### src/rtl/bootram_pkg.sv
// Shared definitions for the boot RAM word bridge: FSM encoding and timing constants.
package bootram_pkg;

  // Bridge FSM states. ACCESS walks one byte lane per cycle.
  typedef enum logic [1:0] {
    ST_IDLE   = 2'd0,
    ST_ACCESS = 2'd1,
    ST_DRAIN  = 2'd2,
    ST_DONE   = 2'd3
  } bootram_state_e;

  // Byte lanes per 32-bit CPU word.
  localparam int LANES = 4;

  // Cycles from request acceptance (cycle T) to the mem_ready pulse.
  localparam int READ_LAT  = 6;
  localparam int WRITE_LAT = 5;

endpackage

### src/rtl/bootram_word_bridge.sv
// Bridges a 32-bit valid/ready CPU memory port onto an 8-bit synchronous boot RAM.
// A word access is split into four byte-lane RAM cycles, lane 0 first.
//
// Handshake: the CPU raises mem_valid with address/data/strobes and holds them
// until mem_ready. mem_ready is a single-cycle pulse and is the only completion
// indication; once a request is accepted the bridge completes it regardless of
// what mem_valid does afterwards. A new request is accepted no earlier than the
// cycle after mem_ready.
module bootram_word_bridge
  import bootram_pkg::*;
#(
  parameter int ADDR_W = 11
) (
  input  logic              clk,
  input  logic              reset,
  input  logic              mem_valid,
  input  logic [31:0]       mem_addr,
  input  logic [31:0]       mem_wdata,
  input  logic [3:0]        mem_wstrb,
  output logic              mem_ready,
  output logic [31:0]       mem_rdata,
  output logic              ram_ce,
  output logic              ram_wre,
  output logic              ram_oce,
  output logic              ram_reset,
  output logic [ADDR_W-1:0] ram_ad,
  output logic [7:0]        ram_din,
  input  logic [7:0]        ram_dout,
  output logic [1:0]        dbg_state
);

  bootram_state_e state_q, state_d;
  logic [1:0]        lane_q, lane_d;
  logic [1:0]        lane_nx;
  logic [ADDR_W-3:0] addr_q;
  logic [31:0]       wdata_q;
  logic [3:0]        wstrb_q;
  logic              is_write;

  logic              ram_ce_d;
  logic              ram_wre_d;
  logic [ADDR_W-1:0] ram_ad_d;
  logic [7:0]        ram_din_d;
  logic              cap_en;
  logic [1:0]        cap_lane;

  // Address bits outside the RAM word index are deliberately ignored (aliasing).
  logic unused_addr_bits;
  assign unused_addr_bits = ^{mem_addr[31:ADDR_W], mem_addr[1:0]};

  assign is_write  = (wstrb_q != 4'b0000);
  assign lane_nx   = lane_q + 2'd1;
  assign ram_oce   = 1'b1;
  assign ram_reset = 1'b0;
  assign dbg_state = state_q;

  // State register and lane counter.
  always_ff @(posedge clk or posedge reset) begin
    if (reset) begin
      state_q <= ST_IDLE;
      lane_q  <= 2'd0;
    end else begin
      state_q <= state_d;
      lane_q  <= lane_d;
    end
  end

  // Next-state logic: writes finish straight from lane 3, reads need one more
  // cycle to collect the last RAM byte.
  always_comb begin
    state_d = state_q;
    lane_d  = lane_q;
    case (state_q)
      ST_IDLE: begin
        if (mem_valid) begin
          state_d = ST_ACCESS;
          lane_d  = 2'd0;
        end
      end
      ST_ACCESS: begin
        if (lane_q == 2'(LANES - 1)) begin
          state_d = is_write ? ST_DONE : ST_DRAIN;
          lane_d  = 2'd0;
        end else begin
          lane_d = lane_nx;
        end
      end
      ST_DRAIN: state_d = ST_DONE;
      ST_DONE:  state_d = ST_IDLE;
      default:  state_d = ST_IDLE;
    endcase
  end

  // Output logic: next values for the registered RAM port, read-capture control
  // and the completion pulse. The RAM port is loaded one cycle ahead of the lane
  // it serves, so lane 0 comes straight from the CPU inputs at acceptance.
  always_comb begin
    ram_ce_d  = 1'b0;
    ram_wre_d = 1'b0;
    ram_ad_d  = ram_ad;
    ram_din_d = ram_din;
    cap_en    = 1'b0;
    cap_lane  = 2'd0;
    mem_ready = (state_q == ST_DONE);
    case (state_q)
      ST_IDLE: begin
        if (mem_valid) begin
          ram_ce_d  = 1'b1;
          ram_ad_d  = {mem_addr[ADDR_W-1:2], 2'b00};
          ram_wre_d = mem_wstrb[0];
          ram_din_d = mem_wdata[7:0];
        end
      end
      ST_ACCESS: begin
        if (lane_q != 2'(LANES - 1)) begin
          ram_ce_d  = 1'b1;
          ram_ad_d  = {addr_q, lane_nx};
          ram_wre_d = wstrb_q[lane_nx];
          ram_din_d = wdata_q[{lane_nx, 3'b000} +: 8];
        end
        // The byte for lane k-1 is on ram_dout while lane k is being issued.
        if (!is_write && lane_q != 2'd0) begin
          cap_en   = 1'b1;
          cap_lane = lane_q - 2'd1;
        end
      end
      ST_DRAIN: begin
        cap_en   = 1'b1;
        cap_lane = 2'(LANES - 1);
      end
      default: ;
    endcase
  end

  // Request latch, taken at the acceptance edge.
  always_ff @(posedge clk or posedge reset) begin
    if (reset) begin
      addr_q  <= '0;
      wdata_q <= '0;
      wstrb_q <= '0;
    end else if (state_q == ST_IDLE && mem_valid) begin
      addr_q  <= mem_addr[ADDR_W-1:2];
      wdata_q <= mem_wdata;
      wstrb_q <= mem_wstrb;
    end
  end

  // Registered RAM port.
  always_ff @(posedge clk or posedge reset) begin
    if (reset) begin
      ram_ce  <= 1'b0;
      ram_wre <= 1'b0;
      ram_ad  <= '0;
      ram_din <= '0;
    end else begin
      ram_ce  <= ram_ce_d;
      ram_wre <= ram_wre_d;
      ram_ad  <= ram_ad_d;
      ram_din <= ram_din_d;
    end
  end

  // Read word assembly; holds its value until the next read overwrites it.
  always_ff @(posedge clk or posedge reset) begin
    if (reset) begin
      mem_rdata <= '0;
    end else if (cap_en) begin
      mem_rdata[{cap_lane, 3'b000} +: 8] <= ram_dout;
    end
  end

endmodule

### config.mk
export PLATFORM = sky130hd
export DESIGN_NAME = bootram_word_bridge
export DESIGN_NICKNAME = d
export VERILOG_FILES = /design/src/rtl/bootram_pkg.sv /design/src/rtl/bootram_word_bridge.sv
export SDC_FILE = /design/constraint.sdc
export NUM_CORES = 1
export LEC_CHECK = 0
export ABC_AREA = 1
export BUFFER_PORTS_ARGS = -buffer_cell sky130_fd_sc_hd__buf_2
export CAP_MARGIN = 10
export CORE_UTILIZATION = 42
export CTS_CLUSTER_DIAMETER = 80
export DETAILED_ROUTE_END_ITERATION = 8
export HOLD_SLACK_MARGIN = 0.1
export PLACE_DENSITY = 0.81
export SYNTH_ARGS = -nofsm -noshare
export SYNTH_HDL_FRONTEND = slang
export SYNTH_SLANG_ARGS = --single-unit
### constraint.sdc
create_clock -name clk -period 3.3 [get_ports clk]
set_clock_uncertainty 0.2 [all_clocks]
set_input_delay 0.33 -clock clk [delete_from_list [all_inputs] [get_ports clk]]
set_output_delay 0.33 -clock clk [all_outputs]
set_load 0.1 [all_outputs]
==> metrics.txt, run 1 <==
Die Y=107 um; num rows=38; Critical Path Fanout Max=9; Worst Tran Pin Value=679 ps; hold_buf cts=54; Port Buffers=111; Setup violations, final=0; status=complete, no violations; syn_nets=655; synthesis-stage register bit count=~100; core box area=0.0108 sq mm; largest net degree at the start of global routing=54; DP Worst Slack=just over 400 ps; Critical Path RT=between 3000 and 4000 ps; reg2reg start=dbg_state[1]$_DFFE_PP0P_; Routed Antenna Nets=0; drt wl/cell=13.8 um; post-CTS sizing=0; # diodes=0; effective utilization at floorplan=0.430; vias in the first global route=approximately 4100; asr flop ratio synth=1.00; final number of max-transition violations=0; Seq/Total Area, Yosys=0.548; share of cells above drive strength 1=0.210; root buf cell=clkbuf_8; Max Fclk=347 MHz; Vias=4237; via/cell ratio=4.86; Congestion Overflow GR=0; drt first-iter violations=232; Pre-antenna DRT Iters=5; Residual DRC=0; Worst-path clk slew=90 ps; unrepaired setup endpoints after global routing=no; worst hold path type=in -> reg; FILL cells=985; Worst R2R Path Depth=14; worst-path cell chain=inv_1, ha_1, inv_2, nor2_2, nand3_2, nand2_4, nand2_4, a21oi_1, inv_1, ha_1, clkinv_1, nor2_4, nand2_1, nand2_1; RePlAce Congestion=about 0.85; Num CTS Buffers=9; Ys Warns=0; Synth Instances=566; crit path time final=2880 ps; # IOs=137; initial antenna violation count=0; Final Net Count=just over 800; H-tree depth=3; post-synth top area share=0.548; top post-synthesis cells by area=dfrtp_1 55%, nand2_1 21%, nand3_1 3.0%; ratio of final minimum period to clock period=0.873; max incr delay on CP=440 ps; area occupied by multi-input gates=0.00189 sq mm; GRT Util Overall=0.217; Hold EP=ram_ad[1]$_DFFE_PP0P_; Reg-to-Reg End=mem_rdata[8]$_DFFE_PP0P_; max_slew headroom=0.547; Setup crit end kind=flip-flop; clk_lat worst skew=roughly 370 ps; crit start category=flip-flop; die footprint=0.0115 sq mm; setup tns final=0 ps; die span in x=roughly 110 um; clock sink total=102; synth unique cells=28; CP max stage cell=dfrtp_1; synthesized area per cell=8.23 sq um; critical path arrival=2980 ps; Hold Crit Depth=5; dpl hpwl=7.71 mm; CTS tree=built; EDFF count, synth=0; Setup CP Type=reg -> reg; max-cap violations=0; Post-Syn Area=0.00466 sq mm; final setup margin=418 ps; P&R area growth vs syn=30.7%; CTS Buffer Depth=2; endpoints failing hold=0; Post-Route WL=~12 mm; Main synth FF type=dfrtp_1; Register-to-Register Setup Slack=between 400 and 500 ps; Synth area leader=dfrtp_1; Hold Path Origin=mem_valid; total area of sequential cells=~0.0026 sq mm; global-route wire length before repair=a little under 20 mm; post-CTS setup buffer count=0
-- cell usage after synthesis (2+ instances only) --
| library cell | count |
|---|---|
| nand2_1 | 263 |
| dfrtp_1 | 102 |
| nor2_1 | 30 |
| nand3_1 | 28 |
| a21oi_1 | 27 |
| o21ai_0 | 22 |
| inv_1 | 19 |
| clkbuf_1 | 10 |
| ha_1 | 10 |
| a31oi_1 | 9 |
| buf_2 | 8 |
| nor3_1 | 8 |
| buf_4 | 4 |
| clkinv_1 | 3 |
| inv_2 | 3 |
| nand3_4 | 3 |
| conb_1 | 2 |
| nand2_2 | 2 |
| nand2_4 | 2 |
| nor2_4 | 2 |
| nor2_8 | 2 |
-- final cells by class --
cell class | instances | area share
Timing Repair Buffer | 175 | 0.192
Tap cell | 140 | 0.0288
Multi-Input combinational cell | 414 | 0.311
Sequential cell | 102 | 0.419
Inverter | 26 | 0.0166
Clock buffer | 10 | 0.0226
Clock inverter | 5 | 0.00986
-- layout by cell type (no fill, tap or decap) --
cell and n:
nand3_2 1, clkinv_1 3, a31oi_1 9, nor2_1 30
nor2_8 2, ha_1 10, buf_2 111, dfrtp_1 102
buf_4 10, conb_1 2, inv_2 3, clkbuf_8 10
inv_4 1, nor3_1 8, dlygate4sd3_1 54, o21ai_0 22
nor2_2 1, nor2_4 2, bufinv_16 1, or2_1 1
nand3_4 3, clkinv_2 2, clkinvlp_4 1, clkinv_4 2
a21oi_1 27, inv_1 18, nand2_1 263, nand2_2 2
nand2_4 2, o21ai_1 1, nand3_1 28
-- logic make-up (layout without fill, tap and decap cells) --
logic type	count (synthesis)	in the layout	synth area share
AND/OR/NAND/NOR	343	343	0.312
flip-flops	102	102	0.548
AO/OA/AOI/OAI	59	59	0.0658
buffers and inverters	50	216	0.0462
adder cells (fa/ha/maj)	10	10	0.0269
other	2	2	0.00161
-- flip-flops by register name, summed over array words and instances, names as in the netlist --
name	flops
dbg_state	2
ram_din	8
addr_q	9
ram_ce	1
wstrb_q	4
ram_wre	1
mem_rdata	32
lane_q	2
ram_ad	11
wdata_q	32
-- metal layers --
layer / track usage / vias to the layer above / share of wire
met2: 0.359 / 166 / 0.47
met1: 0.283 / 1954 / 0.45
li1: - / 2095 / -
met3: 0.0472 / 22 / 0.062
met5: 0 / - / 0
met4: 0.0734 / 0 / 0.019
-- through the flow --
step	instances	utilization	area [sq um]	hold WS, ps
after floorplan	566	-	4660	240
after global placement	803	0.494	5350	253
after detailed placement	803	0.494	5350	253
after CTS	872	0.562	6090	140
after global routing	872	0.562	6090	181
final	872	0.562	6090	156
-- worst max path at each step --
stage | start | end | slack, ps
2_1_floorplan | dbg_state[0]$_DFFE_PP0P_ | mem_rdata[16]$_DFFE_PP0P_ | 20
3_3_place_gp | dbg_state[1]$_DFFE_PP0P_ | mem_rdata[21]$_DFFE_PP0P_ | 490
3_5_place_dp | dbg_state[1]$_DFFE_PP0P_ | mem_rdata[8]$_DFFE_PP0P_ | 410
6_report | dbg_state[1]$_DFFE_PP0P_ | mem_rdata[8]$_DFFE_PP0P_ | 420
4_1_cts | dbg_state[1]$_DFFE_PP0P_ | mem_rdata[8]$_DFFE_PP0P_ | 390
5_1_grt | dbg_state[1]$_DFFE_PP0P_ | mem_rdata[23]$_DFFE_PP0P_ | 170
-- critical path, delay by kind of cell (launching register included) --
family          cells  cell delay [ps]
fa+ha+maj           2              550
compound gates      1              260
flops               1              440
simple gates        7              830
buf+inv             4              530
Power of run 1 is left out: the tool's default activity adds up to more than one toggle a clock period on the data nets, which glitch-free logic cannot reach.
==> run 2, diff against run 1 <==
--- a/config.mk
+++ b/config.mk
@@ -8,11 +8,12 @@
 export ABC_AREA = 1
 export BUFFER_PORTS_ARGS = -buffer_cell sky130_fd_sc_hd__buf_2
 export CAP_MARGIN = 10
+export CORE_MARGIN = 10
 export CORE_UTILIZATION = 42
 export CTS_CLUSTER_DIAMETER = 80
 export DETAILED_ROUTE_END_ITERATION = 8
 export HOLD_SLACK_MARGIN = 0.1
-export PLACE_DENSITY = 0.81
+export PLACE_DENSITY = 0.7
 export SYNTH_ARGS = -nofsm -noshare
 export SYNTH_HDL_FRONTEND = slang
 export SYNTH_SLANG_ARGS = --single-unit
==> run 2 against run 1 <==
Effect of this change:
- count of clock-buffer cells in the layout is the same
- maximum frequency is 1.6% higher
- non-clock buffer count stayed put
- setup slack gained 46 ps
- cell count up 0.23%
- first-iteration DRC count rose by 44%
- wire length rose by 5.0%
- sequential share of layout area up 0.052 points
- die area increased by 36%
- hold slack got worse by 4.5 ps
- sequential cell count did not move
- global-route usage down 5.9 points
- highest routed layer unchanged
==> metrics.txt, run 2 (same netlist as run 1, synthesis figures left out) <==
status=complete, no violations; RePlAce Congestion=0.851; worst hold path type=in -> reg; via/cell ratio=4.84; die span in x=125 um; vias in the first global route=4258; Pre-antenna DRT Iters=6; critical path arrival=2940 ps; root buf cell=clkbuf_8; CTS Buffer Depth=2; share of cells above drive strength 1=0.209; max-cap violations=0; Regs by FF count=mem_rdata x32, wdata_q x32, ram_ad x11; P&R area growth vs syn=30.5%; Max Fclk=353 MHz; core box area=0.0108 sq mm; post-CTS sizing=0; Final Util=0.561; setup tns final=0 ps; drt first-iter violations=between 300 and 400; Buffers & Inverters on Critical Path=4; die footprint=0.0157 sq mm; max incr delay on CP=440 ps; Setup violations, final=0; # IOs=137; design area=0.00608 sq mm; Critical Path RT=3400 ps; Critical Path Fanout Max=9; grt peak-use layer=met2; Post-Route WL=12.6 mm; num rows=38; ratio of final minimum period to clock period=0.859; crit path time final=2840 ps; final number of max-transition violations=0; Worst Tran Pin Value=731 ps; Congestion Overflow GR=0; Setup crit end kind=flip-flop; Worst-path clk slew=100 ps; Final Net Count=about 800; Setup CP Type=reg -> reg; dpl hpwl=8.86 mm; max_slew headroom=0.513; Residual DRC=0; most frequent cells in the layout=263 x nand2_1, 111 x buf_2, 102 x dfrtp_1; unrepaired setup endpoints after global routing=no; drt wl/cell=14.4 um; CTS tree=built; GRT Util Overall=0.158; GR Util met1=0.197; CP max stage cell=dfrtp_1; met3 Usage GRT=0.0549; Die Y=125 um; H-tree depth=3; cell area after placement=0.00535 sq mm; Vias=4229; Routed Antenna Nets=0; effective utilization at floorplan=0.430; Num CTS Buffers=9; Port Buffers=111; global-route wire length before repair=20.8 mm; Hold Slack=~150 ps; clk_lat worst skew=360 ps; largest net degree at the start of global routing=60; worst-path cell chain=inv_1, ha_1, inv_2, nor2_2, nand3_2, nand2_4, nand2_4, a21oi_1, inv_1, ha_1, clkinv_1, nor3_1, nand2_1, nand2_1; critical path's top delay family=simple AND/OR/NAND/NOR gates; clock sink total=102; commonest non-fill, non-tap cell in the layout=nand2_1; crit start category=flip-flop; endpoints failing hold=0; initial antenna violation count=2; met2 Track Usage GR=0.253
-- run 2: repair_timing --
| action | 4_1_cts | 5_1_grt |
|---|---|---|
| hold endpoints to repair | 126 | 0 |
| buffers inserted | 0 | 0 |
| hold buffers | 54 | 0 |
-- run 2: tightest hold or removal path, cell delays in order --
cell and delay, ps:
buf_2 90, inv_1 30, nand2_1 70, nand3_1 80, o21ai_0 80
-- run 2: through the flow --
step | std cells | setup WS, ps
finish | 874 | 465
global route | 874 | 216
CTS | 872 | 429
detailed placement | 803 | 455
global placement | 803 | 506
floorplan | 566 | 17.4
-- run 2: cell type report --
class | instances | area (sq um)
fill | 988 | 4760
sequential | 102 | 2550
multi-input combinational | 414 | 1890
timing repair buffer | 175 | 1170
tap | 140 | 175
clock buffer | 10 | 128
inverter | 26 | 101
clock inverter | 5 | 57.6
antenna | 2 | 5.00
-- run 2: path summary, 6_finish.rpt --
path | start | end | slack, ps | depth (start not counted)
setup / recovery | dbg_state[1]$_DFFE_PP0P_ | mem_rdata[18]$_DFFE_PP0P_ | 460 | 14
hold / removal | mem_valid | lane_q[1]$_DFFE_PP0P_ | 150 | 5
setup reg to reg | dbg_state[1]$_DFFE_PP0P_ | mem_rdata[18]$_DFFE_PP0P_ | 460 | 14
hold reg to reg | mem_rdata[23]$_DFFE_PP0P_ | mem_rdata[23]$_DFFE_PP0P_ | 280 | 2
max in group asynchronous | reset | mem_rdata[19]$_DFFE_PP0P_ | 1660 | 4
min in group asynchronous | reset | lane_q[0]$_DFFE_PP0P_ | 440 | 3
-- run 2: metal layers --
metal / wire length [um] / vias up
met3: 945 / 18
met4: 225 / 0
met5: 0 / -
li1: - / 2100
met1: 5480 / 1965
met2: 5930 / 146
Power of run 2 is left out for the same reason.
